## config.mk

```make
export PLATFORM = sky130hd
export DESIGN_NAME = arf_stack_sequencer
export DESIGN_NICKNAME = d
export VERILOG_FILES = /design/src/rtl/arf_stack_sequencer.sv
export SDC_FILE = /design/constraint.sdc
export NUM_CORES = 1
export LEC_CHECK = 0
export ABC_AREA = 1
export CAP_MARGIN = 25
export CORE_MARGIN = 2
export CORE_UTILIZATION = 49
export CTS_BUF_LIST = sky130_fd_sc_hd__clkbuf_8
export CTS_CLUSTER_DIAMETER = 100
export DETAILED_ROUTE_END_ITERATION = 10
export GPL_TIMING_DRIVEN = 0
export PLACE_DENSITY_LB_ADDON = 0.25
export SYNTH_ARGS = -nofsm -noshare
export SYNTH_HDL_FRONTEND = slang
export SYNTH_SLANG_ARGS = --single-unit
```

## constraint.sdc

```tcl
create_clock -name Clock -period 6.1 [get_ports Clock]
set_clock_uncertainty 0.2 [all_clocks]
set_input_delay 0.915 -clock Clock [delete_from_list [all_inputs] [get_ports Clock]]
set_output_delay 0.915 -clock Clock [all_outputs]
set_load 0.02 [all_outputs]
```

## src/rtl/arf_stack_sequencer.sv

```systemverilog
// arf_stack_sequencer: command-driven sequencer for the PC/AR/SP address register
// file. Drives FunSel/RegSel/OutCSel/OutDSel/ISel and the memory strobes to carry
// out FETCH, PUSH, POP, CALL, RET and LOADAR, keeping an internal stack depth.
//
// state      | meaning
// -----------+----------------------------------------------------------
// st_idle    | ready for a command; rejected commands pulse Error here
// st_fetch   | read memory at PC; PC increments on the MemReady edge
// st_push_w  | write AR to memory at SP, held until MemReady
// st_push_d  | SP decrements, depth grows
// st_pop_i   | SP increments, depth shrinks
// st_pop_r   | read memory at SP; AR loads it on the MemReady edge
// st_call_w  | write PC to memory at SP, held until MemReady
// st_call_d  | SP decrements, depth grows
// st_call_j  | PC loads the latched target
// st_ret_i   | SP increments, depth shrinks
// st_ret_r   | read memory at SP; PC loads it on the MemReady edge
// st_loadar  | AR loads the latched target
// st_done    | one-cycle Done pulse, then back to idle
module arf_stack_sequencer #(
    parameter int         MaxDepth = 16,
    parameter int         DepthW   = 5,
    parameter logic [2:0] FsDec    = 3'b000,
    parameter logic [2:0] FsInc    = 3'b001,
    parameter logic [2:0] FsLoad   = 3'b010
) (
    input  logic              Clock,
    input  logic              Reset,
    input  logic              CmdValid,
    output logic              CmdReady,
    input  logic [2:0]        Cmd,
    input  logic [15:0]       Target,
    input  logic              MemReady,
    output logic [2:0]        ArfFunSel,
    output logic [2:0]        ArfRegSel,
    output logic [1:0]        ArfOutCSel,
    output logic [1:0]        ArfOutDSel,
    output logic              ArfISel,
    output logic              MemRead,
    output logic              MemWrite,
    output logic              Done,
    output logic              Error,
    output logic [DepthW-1:0] Depth,
    // latched target, feeds the register file I-input mux when ArfISel = 0
    output logic [15:0]       TargetLatch
);

    localparam logic [2:0] cmd_fetch  = 3'b001;
    localparam logic [2:0] cmd_push   = 3'b010;
    localparam logic [2:0] cmd_pop    = 3'b011;
    localparam logic [2:0] cmd_call   = 3'b100;
    localparam logic [2:0] cmd_ret    = 3'b101;
    localparam logic [2:0] cmd_loadar = 3'b110;

    localparam logic [1:0] sel_pc = 2'b00;
    localparam logic [1:0] sel_ar = 2'b10;
    localparam logic [1:0] sel_sp = 2'b11;

    localparam logic [2:0] en_none = 3'b111;
    localparam logic [2:0] en_pc   = 3'b011;
    localparam logic [2:0] en_ar   = 3'b101;
    localparam logic [2:0] en_sp   = 3'b110;

    typedef enum logic [3:0] {
        st_idle,
        st_fetch,
        st_push_w,
        st_push_d,
        st_pop_i,
        st_pop_r,
        st_call_w,
        st_call_d,
        st_call_j,
        st_ret_i,
        st_ret_r,
        st_loadar,
        st_done
    } state_t;

    state_t             state;
    logic [DepthW-1:0]  depth_q;
    logic [15:0]        target_q;
    logic               err_q;
    logic               stack_full;
    logic               stack_empty;

    assign stack_full  = (depth_q == DepthW'(MaxDepth));
    assign stack_empty = (depth_q == '0);

    assign CmdReady    = (state == st_idle);
    assign Done        = (state == st_done);
    assign Error       = err_q;
    assign Depth       = depth_q;
    assign TargetLatch = target_q;

    // State sequencing, stack depth tracking, target latch and rejection pulse
    always_ff @(posedge Clock) begin
        if (Reset) begin
            state    <= st_idle;
            depth_q  <= '0;
            target_q <= '0;
            err_q    <= 1'b0;
        end else begin
            err_q <= 1'b0;
            case (state)
                st_idle: begin
                    if (CmdValid) begin
                        case (Cmd)
                            cmd_fetch: state <= st_fetch;
                            cmd_push: begin
                                if (stack_full) err_q <= 1'b1;
                                else            state <= st_push_w;
                            end
                            cmd_pop: begin
                                if (stack_empty) err_q <= 1'b1;
                                else             state <= st_pop_i;
                            end
                            cmd_call: begin
                                if (stack_full) begin
                                    err_q <= 1'b1;
                                end else begin
                                    target_q <= Target;
                                    state    <= st_call_w;
                                end
                            end
                            cmd_ret: begin
                                if (stack_empty) err_q <= 1'b1;
                                else             state <= st_ret_i;
                            end
                            cmd_loadar: begin
                                target_q <= Target;
                                state    <= st_loadar;
                            end
                            default: state <= st_idle;
                        endcase
                    end
                end
                st_fetch:  if (MemReady) state <= st_done;
                st_push_w: if (MemReady) state <= st_push_d;
                st_push_d: begin
                    depth_q <= depth_q + DepthW'(1);
                    state   <= st_done;
                end
                st_pop_i: begin
                    depth_q <= depth_q - DepthW'(1);
                    state   <= st_pop_r;
                end
                st_pop_r:  if (MemReady) state <= st_done;
                st_call_w: if (MemReady) state <= st_call_d;
                st_call_d: begin
                    depth_q <= depth_q + DepthW'(1);
                    state   <= st_call_j;
                end
                st_call_j: state <= st_done;
                st_ret_i: begin
                    depth_q <= depth_q - DepthW'(1);
                    state   <= st_ret_r;
                end
                st_ret_r:  if (MemReady) state <= st_done;
                st_loadar: state <= st_done;
                st_done:   state <= st_idle;
                default:   state <= st_idle;
            endcase
        end
    end

    // Register-file and memory controls decoded from the current state; the
    // register enable in the read/fetch states is qualified by MemReady so the
    // update lands only on the edge where memory completes.
    always_comb begin
        ArfRegSel  = en_none;
        ArfFunSel  = FsInc;
        ArfOutCSel = sel_pc;
        ArfOutDSel = sel_pc;
        ArfISel    = 1'b0;
        MemRead    = 1'b0;
        MemWrite   = 1'b0;
        case (state)
            st_fetch: begin
                ArfOutDSel = sel_pc;
                MemRead    = 1'b1;
                if (MemReady) begin
                    ArfRegSel = en_pc;
                    ArfFunSel = FsInc;
                end
            end
            st_push_w: begin
                ArfOutDSel = sel_sp;
                ArfOutCSel = sel_ar;
                MemWrite   = 1'b1;
            end
            st_push_d, st_call_d: begin
                ArfRegSel = en_sp;
                ArfFunSel = FsDec;
            end
            st_pop_i, st_ret_i: begin
                ArfRegSel = en_sp;
                ArfFunSel = FsInc;
            end
            st_pop_r: begin
                ArfOutDSel = sel_sp;
                MemRead    = 1'b1;
                if (MemReady) begin
                    ArfRegSel = en_ar;
                    ArfFunSel = FsLoad;
                    ArfISel   = 1'b1;
                end
            end
            st_call_w: begin
                ArfOutDSel = sel_sp;
                ArfOutCSel = sel_pc;
                MemWrite   = 1'b1;
            end
            st_call_j: begin
                ArfRegSel = en_pc;
                ArfFunSel = FsLoad;
                ArfISel   = 1'b0;
            end
            st_ret_r: begin
                ArfOutDSel = sel_sp;
                MemRead    = 1'b1;
                if (MemReady) begin
                    ArfRegSel = en_pc;
                    ArfFunSel = FsLoad;
                    ArfISel   = 1'b1;
                end
            end
            st_loadar: begin
                ArfRegSel = en_ar;
                ArfFunSel = FsLoad;
                ArfISel   = 1'b0;
            end
            default: begin
                ArfRegSel = en_none;
            end
        endcase
    end

endmodule
```

=== Word level (Yosys, flattened, before mapping) ===
Cells that the tools add are included.

* Logic and storage cells: 82
* Register bits: 26
* Input port bits: 23
* Output and inout port bits: 37

* Equal/unequal tests: 28
* Add/sub/neg operators: 2
* Mux-type cells: 27
* Reductions and logical operators: 19
* Bitwise logic cells: 2

{| class="wikitable"
|+ Operators with widths
! kind !! count
|-
| $mux 4 || 8
|-
| $pmux 16 s2 || 1
|-
| $pmux 4 s8 || 1
|-
| $pmux 4 s6 || 1
|-
| $eq 4x4->1 const B || 5
|-
| $eq 4x3->1 const B || 4
|-
| $mux 16 || 1
|-
| $reduce_or 2->1 || 8
|-
| $pmux 3 s5 || 1
|-
| $ne 3x3->1 const B || 4
|-
| $pmux 5 s2 || 1
|-
| $eq 3x3->1 const B || 3
|-
| $reduce_or 3->1 || 3
|-
| $eq 4x2->1 const B || 2
|-
| $mux 2 || 4
|-
| $ne 2x2->1 const B || 4
|-
| $reduce_and 8->1 || 1
|-
| $reduce_or 4->1 || 2
|-
| $eq 3x2->1 const B || 2
|-
| $mux 1 || 6
|-
| $pmux 2 s3 || 1
|-
| $add 5x1->5 const B || 1
|-
| $eq 5x5->1 const B || 1
|-
| $logic_not 5->1 || 1
|-
| other kinds (10) || 12
|}

=== Depth between registers and ports, before layout ===
Gate-level depths: netlist of the first run.

* Word-level depth: 5
* Depth in mapped cells: 12
* Mapped depth without buffers: 12

=== Worst setup path after synthesis of the first run ===
No wires, ideal clock.

* Path type: in2out
* From: in MemReady
* To: out ArfFunSel[0]
* Cell stages on the path: 3
* Buffers on the path: 0
* Arrival time: 1536 ps
* Required time: 4985 ps
* Slack: 3449 ps
* Cell sequence: inv_1 -> o21ai_1 -> nor2_1

* Word-level cells in the longest chain between the ends: 2

{| class="wikitable"
|+ Ends and longest elaborated chain
! what !! RTL line !! RTL
|-
| from (decl) || 33 || <nowiki>input logic MemReady,</nowiki>
|-
| $mux 2 || 203, 222 ||
|-
| $pmux 2 s3 || 178 || <nowiki>case (state)</nowiki>
|-
| to (decl) || 34 || <nowiki>output logic [2:0] ArfFunSel,</nowiki>
|}

Every way passes these cells.

=== Worst setup path in the final report of the first run ===
* From: in MemReady
* To: out ArfFunSel[1]

Same word-level chain as after synthesis.

==> results of run 1 <==
-- where the power goes --
group | switching, mW | total (mW) | internal, mW
sequential | 0.0360 | 0.242 | 0.206
combinational | 0.300 | 0.522 | 0.222
clock | 0.0528 | 0.141 | 0.0877
-- flip-flops by register name, summed over array words and instances (netlist names) --
name and count:
state 4, Error 1, Depth 5, TargetLatch 16
-- area by class of cell --
class                      count  share of cell area, %
inverter                      39                   6.46
buffer                         8                   2.76
timing repair buffer          57                   25.2
multi-input combinational    178                   37.1
tap                           44                   2.43
clock buffer                   3                   1.82
clock inverter                 1                   1.33
sequential                    26                   23.0
-- stage by stage --
step	hold WS (ns)	setup slack, ns	utilization, %	cells
global route	0.353	2.56	74.2	356
CTS	0.319	2.62	74.2	356
global placement	0.296	2.62	71.9	352
detailed placement	0.304	2.63	71.9	352
floorplan	0.337	3.45	-	251
finish	0.316	2.60	74.2	356
-- routing by layer --
metal / up-vias / global-route usage, %
met5: - / 0
met4: 0 / 6.52
met3: 6 / 3.62
met2: 45 / 39.0
met1: 722 / 25.3
li1: 879 / -
-- synth_stat cells --
cell      count
o21bai_1      2
nor3_1        4
ha_1          3
nand2_2       3
buf_4         4
a21oi_1      11
or2_1         1
a21oi_2       1
buf_6         2
nor2_2        5
nor2_1       55
xor2_1        1
inv_2         2
conb_1        1
nand3_2       1
nand3_1       9
xnor2_1       1
inv_1        37
nand2_1      65
buf_2         2
nand4_4       1
nor2_4        2
dfxtp_1      26
o21ai_0       8
o211ai_1      1
o21ai_1       1
fa_1          1
-- placed cells by master (no fill, tap or decap), types with 2 or more instances in the layout --
cell type	synthesis	layout
nor2_1	55	55
ha_1	3	3
o21ai_0	8	8
conb_1	1	2
buf_2	2	2
o21bai_1	2	2
nor2_4	2	2
nor3_1	4	4
buf_4	4	4
nor2_2	5	5
dfxtp_1	26	26
clkbuf_8	0	3
nand3_1	9	9
a21oi_1	11	11
nand2_2	3	3
clkdlybuf4s50_1	0	57
inv_2	2	2
buf_6	2	2
nand2_1	65	65
inv_1	37	37
-- how the worst max path moves through the flow --
stage / cells after the start / slack [ns] / from / end
floorplan: 3 / 3.45 / MemReady / ArfFunSel[0]
global placement: 4 / 2.62 / MemReady / ArfFunSel[1]
detailed placement: 4 / 2.63 / MemReady / ArfFunSel[1]
CTS: 4 / 2.62 / MemReady / ArfFunSel[1]
global route: 4 / 2.56 / MemReady / ArfFunSel[1]
finish: 4 / 2.60 / MemReady / ArfFunSel[1]
-- tightest hold or removal path, stage by stage (launching register included) --
cell	delay (ns)
dfxtp_1	0.32
inv_1	0.05
nand2_1	0.04
nand2_1	0.05
nor2_1	0.03
-- kinds of logic after synthesis --
group           count (synthesis)
fa+ha+maj                       4
xor+xnor                        2
buf+inv                        47
flops                          26
simple gates                  146
other cells                     1
compound gates                 24
==> key figures, run 1 <==
Synthesis
  – Simple-gate portion of the synthesized area: approximately two fifths
  – Mapped cell area: roughly 1600 um^2
  – Multiplexer share of the synthesized area: 0%
  – Adder-Cell Fraction of Synth Area: under 10%
  – Synth top area share: about a third
  – Largest family of logic cells by synthesized area: simple AND/OR/NAND/NOR gates
  – Cells after Synth: 250
  – Synthesized area per cell: about 6.3 um^2
  – Sequential area share after synthesis: 33.3%
  – Area leader, netlist: dfxtp_1
  – Largest cells by area after synthesis: dfxtp_1, nand2_1, nor2_1
  – YS warnings: 0
  – Post-synthesis compound-gate area fraction: 8.39%
  – XOR/XNOR share of the synthesized area: 1.12%
  – Synth unique cells: 27
  – Synth Register Bits: 26

Detailed routing
  – # DRC: 0
  – DR vias: between 1500 and 2000
  – Metal2 WL: 1.83 mm
  – Drt wl/cell: a little over 10 um
  – Highest routing layer actually used: met4
  – Drt via density: 4.64
  – Final ANT Viol Nets: 0
  – Initial DRC Count: 39
  – Routed met3 length: roughly 160 um
  – WL final: ~3.6 mm
  – First-pass detailed-route iteration total: 4
  – Metal1 wirelength: 1.56 mm

GRT
  – Vias in the first global route: 1467
  – Initial antenna violation count: 0
  – Largest net degree at the start of global routing: 16
  – Overall routing resource usage: between 20% and 30%
  – Global-route wire length before repair: ~6 mm
  – Residual overflow from global routing: 0

Cells and area
  – Ant diodes: 0
  – Layout cell share with drive strength beyond 1: approximately 8.7%
  – Footprint of the multi-input gates: between 800 and 900 um^2
  – FILL cells: about 270
  – FF/Latch Area: 520 um^2
  – Post-route cell area: around 2300 um^2
  – Final nets: 340
  – Area Overhead vs Synth: 44.8%

Timing
  – Endpoints failing setup: 0
  – Final min period: 3.50 ns
  – Period Utilization, post-route: a little under three fifths
  – Final Max Tran Viols: 0
  – Max Clock Freq: around 290 MHz
  – Total count of hold-check failures in the final report: 0
  – RSZ-0062 raised after global routing: no
  – Setup TNS: 0 ns

Hold path
  – Hold EP: TargetLatch[2]
  – Hold Path Stages: 4
  – Hold Path Class: reg2reg
  – Hold_sp: TargetLatch[2]

Setup path
  – Startpoint types: input port
  – Slowest stage delay, CP: between 0.6 and 0.7 ns
  – Most used cell, CP: clkdlybuf4s50_1
  – R2R setup slack: ~3.6 ns
  – Crit-path cells: clkdlybuf4s50_1 -> inv_1 -> o21ai_1 -> clkdlybuf4s50_1
  – Critical path endpoint category: output pin
  – Critical path required time: about 5 ns
  – CP Class: in2out
  – Worst Path Max Fanout: 3
  – Launching point of the worst reg2reg path: state[2]
  – Critical path buffer and inverter count: 3
  – Slowest cell on the critical path: clkdlybuf4s50_1
  – Crit path DAT: approximately 2.4 ns
  – Worst reg2reg endpoint: Depth[4]
  – Worst reg2reg path depth: 11
  – CP delay by family, top: buffers and inverters

Die
  – Die area: ~3700 um^2
  – Initial core utilization: 51.3%
  – Die W: a little over 60 um
  – I/O Pins: 60
  – Die Ht: about 60 um
  – Core Rows: 20
  – Core area: ~3000 um^2

CTS
  – Maximum clock path buffer count: 2
  – CTS Buf Count: 3
  – Worst skew pair latency: 0.27 ns
  – CTS Root Cell: clkbuf_8
  – H-tree depth: 1
  – TritonCTS Sinks: 26
  – Cts-stage hold buffer count: 0
  – Clock edge transition at the registers on the reported setup and hold paths: 0.09 ns
  – # resized after CTS: 0
  – Post-CTS Setup Bufs: 0
  – CTS tree: done

Power
  – Design Power: around 900 uW
  – LEAKAGE: between 1 and 1.5 nW
  – Max VDD drop: about 0.28 mV
  – Pwr Density: roughly 400 nW/um^2

Outcome
  – Outcome: completed

Placement
  – Port buffer count: 57
  – HPWL after detailed placement: approximately 3 mm
  – Placement Cell Area: approximately 2200 um^2
  – GPL Wtd Cong: about 0.87

Job
  – Maxcap violations: 0
(Power assumes the default switching activity.)
==> run 2: changes to the inputs <==
- CORE_UTILIZATION: 49 -> 41
- clock period: 6.1 -> 3 ns (I/O delays scaled with it)
==> run 2 against run 1 <==
Global-route usage down 3.3 points. Largest power group unchanged. Count of clock-buffer cells in the layout stayed put. Final cell count grew 1.1%. Register-to-register slack lost 3.1 ns. Wire length hardly changed. Clock power rose by 100%. Hold slack better by 0.0028 ns. Setup slack worse by 2.4 ns. First-iteration DRC count grew to 3.0 times the previous value.
==> key figures, run 2 (synthesized netlist as in run 1, its figures left out) <==
Timing
  – Final Max Tran Viols: 0
  – Max Clock Freq: 353 MHz
  – Endpoints failing setup: 0
  – Setup TNS: 0 ns
  – Period Utilization, post-route: a little over nine tenths
  – Final min period: between 2 and 3 ns
  – Total count of hold-check failures in the final report: 0
  – RSZ-0062 raised after global routing: no

Setup path
  – Worst reg2reg endpoint: Depth[4]
  – Slowest cell on the critical path: clkdlybuf4s50_1
  – Crit-path cells: inv_1 -> nand2_1 -> nor2_2 -> inv_1 -> nand2_1 -> inv_1 -> o21ai_1 -> clkdlybuf4s50_1
  – Most used cell, CP: inv_1
  – Startpoint types: flop
  – CP delay by family, top: buffers and inverters
  – Crit path DAT: 2.18 ns
  – Critical path endpoint category: output pin
  – Critical path required time: roughly 2.4 ns
  – Worst reg2reg path depth: 11
  – Slowest stage delay, CP: between 0.6 and 0.7 ns
  – CP Class: reg2out
  – R2R setup slack: around 0.56 ns
  – Launching point of the worst reg2reg path: state[2]
  – Critical path buffer and inverter count: 4
  – Worst Path Max Fanout: 6

Die
  – Core area: between 3000 and 4000 um^2
  – Core Rows: 22
  – Die Ht: between 60 and 70 um
  – Initial core utilization: 42.8%
  – Die W: ~66 um
  – Die area: 4330 um^2
  – I/O Pins: 60

CTS
  – CTS Root Cell: clkbuf_8
  – Clock edge transition at the registers on the reported setup and hold paths: around 0.090 ns
  – Worst skew pair latency: ~0.27 ns
  – Cts-stage hold buffer count: 0
  – CTS tree: done
  – CTS Buf Count: 3
  – TritonCTS Sinks: 26
  – Maximum clock path buffer count: 2
  – # resized after CTS: 0
  – H-tree depth: 1
  – Post-CTS Setup Bufs: 0

GRT
  – Initial antenna violation count: 0
  – Largest net degree at the start of global routing: 16
  – Global-route wire length before repair: roughly 6 mm
  – Vias in the first global route: 1394
  – Residual overflow from global routing: 0
  – Overall routing resource usage: between 15 and 20%

Hold path
  – Hold Path Class: reg2reg
  – Hold_sp: TargetLatch[14]
  – Hold Path Stages: 4
  – Hold EP: TargetLatch[14]

Power
  – Max VDD drop: ~0.48 mV
  – Share of power burned in registers: between 20% and 30%
  – Combinational Power Share: between 50% and 60%
  – Clock share of power: approximately 16%
  – Design Power: about 1.8 mW
  – Sw Pwr: just under 800 uW
  – LEAKAGE: 1.12 nW
  – Pint: ~1.0 mW
  – Pwr Density: 805 nW/um^2
  – Net Sw Frac: between 40 and 50%

Cells and area
  – Most common cell after layout, fill and taps aside: nand2_1
  – Cell Count, Final, Fillers Out: between 300 and 400
  – Most frequent cells in the layout: nand2_1, clkdlybuf4s50_1, nor2_1, inv_1, dfxtp_1
  – Layout cell share with drive strength beyond 1: 8.65%
  – Final nets: 340
  – FILL cells: approximately 370
  – Max FFs per register: 16
  – Ant diodes: 0
  – Area Overhead vs Synth: 45.1%

Detailed routing
  – Drt via density: approximately 4.5
  – DR vias: between 1500 and 2000
  – Initial DRC Count: 117
  – # DRC: 0
  – Drt wl/cell: about 10 um
  – Final ANT Viol Nets: 0
  – WL final: between 3 and 4 mm
  – First-pass detailed-route iteration total: 4

Placement
  – GPL Wtd Cong: just under 0.9
  – Placed insts: 356
  – HPWL after detailed placement: between 2 and 3 mm
  – Port buffer count: 57

Job
  – Maxcap violations: 0

Outcome
  – Outcome: completed
## run 2: cell counts in the layout (fill, tap and decap cells not counted)
Identical to the previous run, type by type.
## run 2: power by group through the flow
stage	Sequential [mW]	Clock, mW	Combinational [mW]
2_1_floorplan	0.551	0	0.624
3_3_place_gp	0.498	0	1.04
3_5_place_dp	0.499	0	1.05
4_1_cts	0.492	0.296	1.05
5_1_grt	0.505	0.308	1.17
6_report	0.491	0.288	1.05
## run 2: worst min-delay path, delay by kind of cell, from the launching register on
family / cells / cell delay [ns]
buffers and inverters: 1 / 0.04
flip-flops: 1 / 0.32
AND/OR/NAND/NOR: 3 / 0.12
## run 2: worst max path at each step
stage                     startpoint      endpoint  cells past startpoint
after floorplan             state[2]      Depth[4]                     11
after global placement      MemReady  ArfFunSel[1]                      4
after detailed placement    MemReady  ArfFunSel[1]                      4
after CTS                   state[2]  ArfFunSel[1]                      7
after global routing        state[2]  ArfFunSel[1]                      7
final                       state[2]  ArfFunSel[1]                      8
## run 2: cell type report
class                   count  area, um^2  share of cell area [%]
inverters                  39         146                    6.45
flip-flops and latches     26         520                    22.9
clock inverters             1        30.0                    1.32
plain buffers               8        62.6                    2.75
clock buffers               3        41.3                    1.82
repair buffers             57         571                    25.1
well taps                  48        60.1                    2.64
multi-input cells         178         840                    37.0
## run 2: metal layers
metal / vias up / routed length, um / track usage [%]
li1: 882 / - / -
met1: 702 / 1670 / 22.8
met2: 35 / 1710 / 30.8
met3: 4 / 168 / 3.24
met4: 0 / 40 / 5.47
met5: - / 0 / 0
## run 2: metrics by stage
stage | setup slack (ns) | instance area, um^2 | utilization, % | hold WS [ns]
after floorplan | 0.837 | 1570 | - | 0.319
after global placement | 0.442 | 2200 | 60.1 | 0.297
after CTS | 0.194 | 2270 | 62.0 | 0.321
after global routing | 0.00219 | 2270 | 62.0 | 0.351
after detailed placement | 0.460 | 2200 | 60.1 | 0.307
final | 0.170 | 2270 | 62.0 | 0.319
==> RTL change 1 (config.mk and constraints of run 2) <==
The parameter `DepthW` goes from 5 to 10.
--- a/src/rtl/arf_stack_sequencer.sv
+++ b/src/rtl/arf_stack_sequencer.sv
@@ -19,7 +19,7 @@
 // st_done    | one-cycle Done pulse, then back to idle
 module arf_stack_sequencer #(
     parameter int         MaxDepth = 16,
-    parameter int         DepthW   = 5,
+    parameter int         DepthW   = 10,
     parameter logic [2:0] FsDec    = 3'b000,
     parameter logic [2:0] FsInc    = 3'b001,
     parameter logic [2:0] FsLoad   = 3'b010
Ports: changed (resized Depth); port bits go from 60 to 65. No check against the original RTL was run, so the function may have changed too.
==> RTL change 1 against run 2 <==
- total power increased by 52%
- fmax up 3.5%
- routed wire length is 47% higher
- final cell count is 24% higher
- combinational power up 64%
- design area is 29% higher
- largest cell class unchanged
- global-route usage is 1.2 points higher
- largest power group unchanged
- critical path type unchanged
- worst hold slack lost 61 ps
- setup slack better by 96 ps
- via count increased by 35%
- sequential cell count increased by 5
- synthesized area is 34% higher
==> RTL change 1: results (changes against run 2) <==
* Number of antenna violations at the first check in global routing at 0 (unchanged)
* Flip-flop count of the largest register after layout at 16 (unchanged)
* Cell class contributing the biggest share of worst-path delay: buffers and inverters
* Post-cts repair resize count at 0 (unchanged)
* Input/output buffers at 62 (+8.8%)
* Total inserted antenna cells at 0 (unchanged)
* Largest stage delay, worst path at 600 ps (-50 ps)
* Total CTS buffers at 5 (+2)
* Layout cells sized above 1 at 0.107 (+0.0201)
* Clock-pin transition on the worst setup and hold timing paths at 70 ps (-20 ps)
* Total detailed-routing wirelength at 5280 um (+47%)
* Proportion of register bits with asynchronous set or reset after synthesis at 0 (unchanged)
* Slowest stage cell, crit path: clkdlybuf4s50_1
* Detailed placement HPWL at 4050 um (+41%)
* Top area cells in the synthesized netlist: dfxtp_1 30%, nand2_1 11%, a21oi_1 9.3%
* VDD IR-drop max at 0.528 mV (+11%)
* GR met2 Demand/Resource at 0.330 (+0.0224)
* Met3 wire length at 228 um (+36%)
* All-Layer GR Usage at 0.191 (+0.0117)
* Total of warnings raised by yosys at 0 (unchanged)
* Average detailed-routed wire length per instance at 11.9 um (+19%)
* Post-layout net count at 407 (+20%)
* Clock Root Buffer: clkbuf_8
* Clock insertion delay at the later pin of the skew report at 280 ps
* Outcome: finished clean
* Met1 Resource Use GR at 0.239 (+0.0109)
* Met1 WL at 2440 um (+46%)
* Weighted congestion reported at the end of routability-driven placement at 0.833 (-5.7%)
* Largest fanout on the critical path at 6 (unchanged)
* Worst R2R Setup Slack at 360 ps (-200 ps)
* Distinct cell type count of the synthesized netlist at 35 (+30%)
* GR Layer Usage met3 at 0.0357 (+0.00335)
* Pin count of the biggest net entering global routing at 13 (-3)
* Maximum level of the CTS H-tree at 2 (+1)
* Maximum count of clock buffers along a single path at 2 (unchanged)
* Setup bufs post-CTS at 0 (unchanged)
* Via Count at 2,199 (+35%)
* Placed cell count at 437 (+23%)
* Worst min-delay path class: flip-flop to flip-flop
* P_leak at 1.24 nW (+11%)
* Number of instances in the synthesized netlist at 304 (+22%)
* Portion of the post-synthesis area used by sequential elements at 0.296 (-0.0362)
* Worst hold slack at 257 ps (-61.3 ps)
* Most common library cells after synthesis: 61 x nand2_1, 39 x a21oi_1, 37 x nand3_1
* Commonest register cell after synthesis: dfxtp_1
* Routed wire length on met2 at 2540 um (+48%)
* Initial detailed-routing violation count at 151 (+29%)
* Highest metal layer with signal wires: met4
* Length of the first detailed-routing pass in iterations at 4 (unchanged)
* Wire length of the first global-routing pass at 8480 um (+39%)
* Via count of the first global-routing pass at 1,966 (+41%)
## RTL change 1: changes by cell type after synthesis, moves of 3 or more
cell | run 2 | this run
inv_1 | 37 | 28
nand2_4 | 0 | 4
o21ai_0 | 8 | 11
ha_1 | 3 | 9
nor2_2 | 5 | 2
nor3_1 | 4 | 0
nand3_1 | 9 | 37
dfxtp_1 | 26 | 31
nand2_1 | 65 | 61
buf_6 | 2 | 5
nor2_1 | 55 | 35
a21oi_1 | 11 | 39
## RTL change 1: cell type report
type / count / area, sq um
Fill cell: 499 / 2080
Multi-Input combinational cell: 231 / 1260
Sequential cell: 31 / 623
Timing Repair Buffer: 62 / 621
Inverter: 33 / 129
Tap cell: 70 / 87.6
Buffer: 10 / 86.3
Clock buffer: 6 / 82.6
Clock inverter: 2 / 35.0
## RTL change 1: cell families after synthesis
group           Yosys count  synth area share
buf+inv                  43             0.103
xor+xnor                  4            0.0167
compound gates           64             0.178
fa+ha+maj                10            0.0633
other cells               1           0.00179
simple gates            151             0.341
flops                    31             0.296
## RTL change 1: report_power, final
| part | leakage, nW | switching (mW) | internal, mW |
|---|---|---|---|
| registers | 0.253 | 0.114 | 0.512 |
| logic | 0.927 | 1.00 | 0.721 |
| clock network | 0.0612 | 0.162 | 0.269 |
## RTL change 1: worst paths after layout
path / to / cells after the start / startpoint
max: ArfFunSel[0] / 7 / state[1]
max reg2reg: Depth[8] / 11 / state[1]
min: TargetLatch[5] / 2 / TargetLatch[5]
min reg2reg: TargetLatch[5] / 2 / TargetLatch[5]
## RTL change 1: per-stage QoR
stage          cell area (sq um)  utilization  worst slack, ps
6_report                    2930        0.584              266
5_1_grt                     2930        0.584             31.1
4_1_cts                     2920        0.584              153
3_5_place_dp                2810        0.560              306
3_3_place_gp                2810        0.560              338
2_1_floorplan               2100            -              626
==> RTL change 2 (settings of run 2) <==
Made on the original files. Register the output `Error` once more, with the module's reset; this adds one clock of latency there. The other outputs are not delayed to match.
--- a/src/rtl/arf_stack_sequencer.sv
+++ b/src/rtl/arf_stack_sequencer.sv
@@ -89,7 +89,13 @@
 
     assign CmdReady    = (state == st_idle);
     assign Done        = (state == st_done);
-    assign Error       = err_q;
+    always_ff @(posedge Clock) begin
+        if (Reset) begin
+            Error <= '0;
+        end else begin
+            Error <= err_q;
+        end
+    end
     assign Depth       = depth_q;
     assign TargetLatch = target_q;
 
Formal check against the unedited RTL: not equivalent (a bounded check fails within 4 cycles, from zero or initial values and one cycle with Reset high).
==> RTL change 2 against run 2 <==
- design area shrank 1.7%
- routed wire length shrank 1.2%
- register-to-register slack about the same
- final cell count decreased by 7.2%
- sequential share of layout area grew 1.3 points
- largest cell class unchanged
- critical path depth fell by 3
- setup slack improved by 98 ps
- worst hold slack got worse by 110 ps
- sequential cell count rose by 1
- synthesized area is 0.72% lower
- total power shrank 0.19%
- clock power is 32% lower
==> RTL change 2: results (changes against run 2) <==
* Outcome: finished clean
* Setup slack after layout at 267 ps (+97.6 ps)
* Startpoint of the worst register-to-register path: state[1]
* Adder-cell share of the synthesized area at 0.0370 (+0.000266)
* GR Layer Usage met3 at 0.0360 (+0.00359)
* Total detailed-routing wirelength at 3550 um (-1.2%)
* Crit path from: state[2]
* Largest fanout on the critical path at 6 (unchanged)
* Fraction of synthesized cell area in xor and xnor cells at 0.0113 (+0.0000811)
* Worst reg2reg path endpoint: Depth[4]
* Portion of the post-synthesis area used by sequential elements at 0.348 (+0.0153)
* Layout cells sized above 1 at 0.112 (+0.0253)
* Worst R2R Setup Slack at 560 ps (about the same)
* Post-cts repair resize count at 0 (unchanged)
* Clock Root Buffer: clkbuf_8
* Via Count at 1,563 (-3.7%)
* Cell count of the worst hold path at 2 (-2)
* Fraction of power consumed by the clock network at 0.108 (-0.050)
* Top area cells in the synthesized netlist: dfxtp_1 35%, nor2_1 13%, nand2_1 8.0%
* End of the critical path: ArfFunSel[1]
* VDD IR-drop max at 0.418 mV (-13%)
* Maximum count of clock buffers along a single path at 2 (unchanged)
* Detailed placement HPWL at 2830 um (-1.8%)
* Total of warnings raised by yosys at 0 (unchanged)
* Combinational Power Share at 0.613 (+0.040)
* Input/output buffers at 57 (unchanged)
* Synthesized-area fraction occupied by ao, oa, aoi and oai cells at 0.144 (+0.0602)
* Setup Slack @ Placement at 453 ps (-7.56 ps)
* Most common library cells after synthesis: 53 x nor2_1, 33 x nand2_1, 27 x dfxtp_1
* Synth top area share at 0.348 (+0.0153)
* Initial detailed-routing violation count at 88 (-25%)
* Critical path arrival at 2080 ps (-100 ps)
* Fraction of synthesized area in multiplexers at 0 (unchanged)
* GR met2 Demand/Resource at 0.300 (-0.00834)
* P_leak at 0.971 nW (-14%)
* Path depth of the worst reg2reg path at 11 (unchanged)
* Weighted congestion reported at the end of routability-driven placement at 0.832 (-5.8%)
* Filler cell count at 362 (-0.82%)
* Setup bufs post-CTS at 0 (unchanged)
* Flip-flop count of the largest register after layout at 16 (unchanged)
* Wire length of the first global-routing pass at 5820 um (-5.0%)
* Pint at 1.01 mW (-3.7%)
* All-Layer GR Usage at 0.170 (-0.00939)
* Met1 Resource Use GR at 0.212 (-0.0159)
* Pin count of the biggest net entering global routing at 15 (-1)
* Post-layout net count at 314 (-7.6%)
* Via count of the first global-routing pass at 1,324 (-5.0%)
* Total inserted antenna cells at 0 (unchanged)
* Distinct cell type count of the synthesized netlist at 29 (+7.4%)
-- RTL change 2: cell count changes in the layout (fill, tap and decap cells not counted), moves of 3 or more --
cell     before  now
o21ai_1       1   10
nand2_4       0    4
inv_1        37   17
nand3_1       9   12
nand2_1      65   33
nor2_4        2    5
a21oi_1      11   15
o21ai_0       8   15
-- RTL change 2: area by class of cell --
| type | count | area share |
|---|---|---|
| Clock inverter | 1 | 0.00168 |
| Tap cell | 48 | 0.0269 |
| Sequential cell | 27 | 0.242 |
| Inverter | 22 | 0.0403 |
| Buffer | 8 | 0.0342 |
| Timing Repair Buffer | 57 | 0.255 |
| Multi-Input combinational cell | 168 | 0.381 |
| Clock buffer | 3 | 0.0185 |
-- RTL change 2: how the worst min path moves through the flow --
| stage | end | slack [ps] | from |
|---|---|---|---|
| final | Error | 210 | err_q |
| after global placement | Error | 190 | err_q |
| after CTS | Error | 220 | err_q |
| after floorplan | Error | 190 | err_q |
| after global routing | Error | 240 | err_q |
| after detailed placement | Error | 200 | err_q |
-- RTL change 2: worst max-delay path, cell delays in order, from the launching register on --
cell and delay (ps):
dfxtp_1 510, nand2_1 150, nor2_2 190, a21oi_1 90, o21ai_0 220, clkdlybuf4s50_1 650
-- RTL change 2: metrics by stage --
stage	total power [mW]	instances	util	hold slack, ps	area [sq um]
floorplan	1.25	225	-	188	1560
global placement	1.61	330	0.598	193	2190
detailed placement	1.64	330	0.598	201	2190
CTS	1.85	334	0.610	216	2230
global route	1.97	334	0.610	244	2230
finish	1.82	334	0.610	212	2230
-- RTL change 2: layer usage --
metal	wire, um	vias up	part of all wire
met1	1550	684	0.44
met5	0	-	0
met3	162	4	0.046
li1	-	831	-
met2	1800	44	0.51
met4	33	0	0.0093
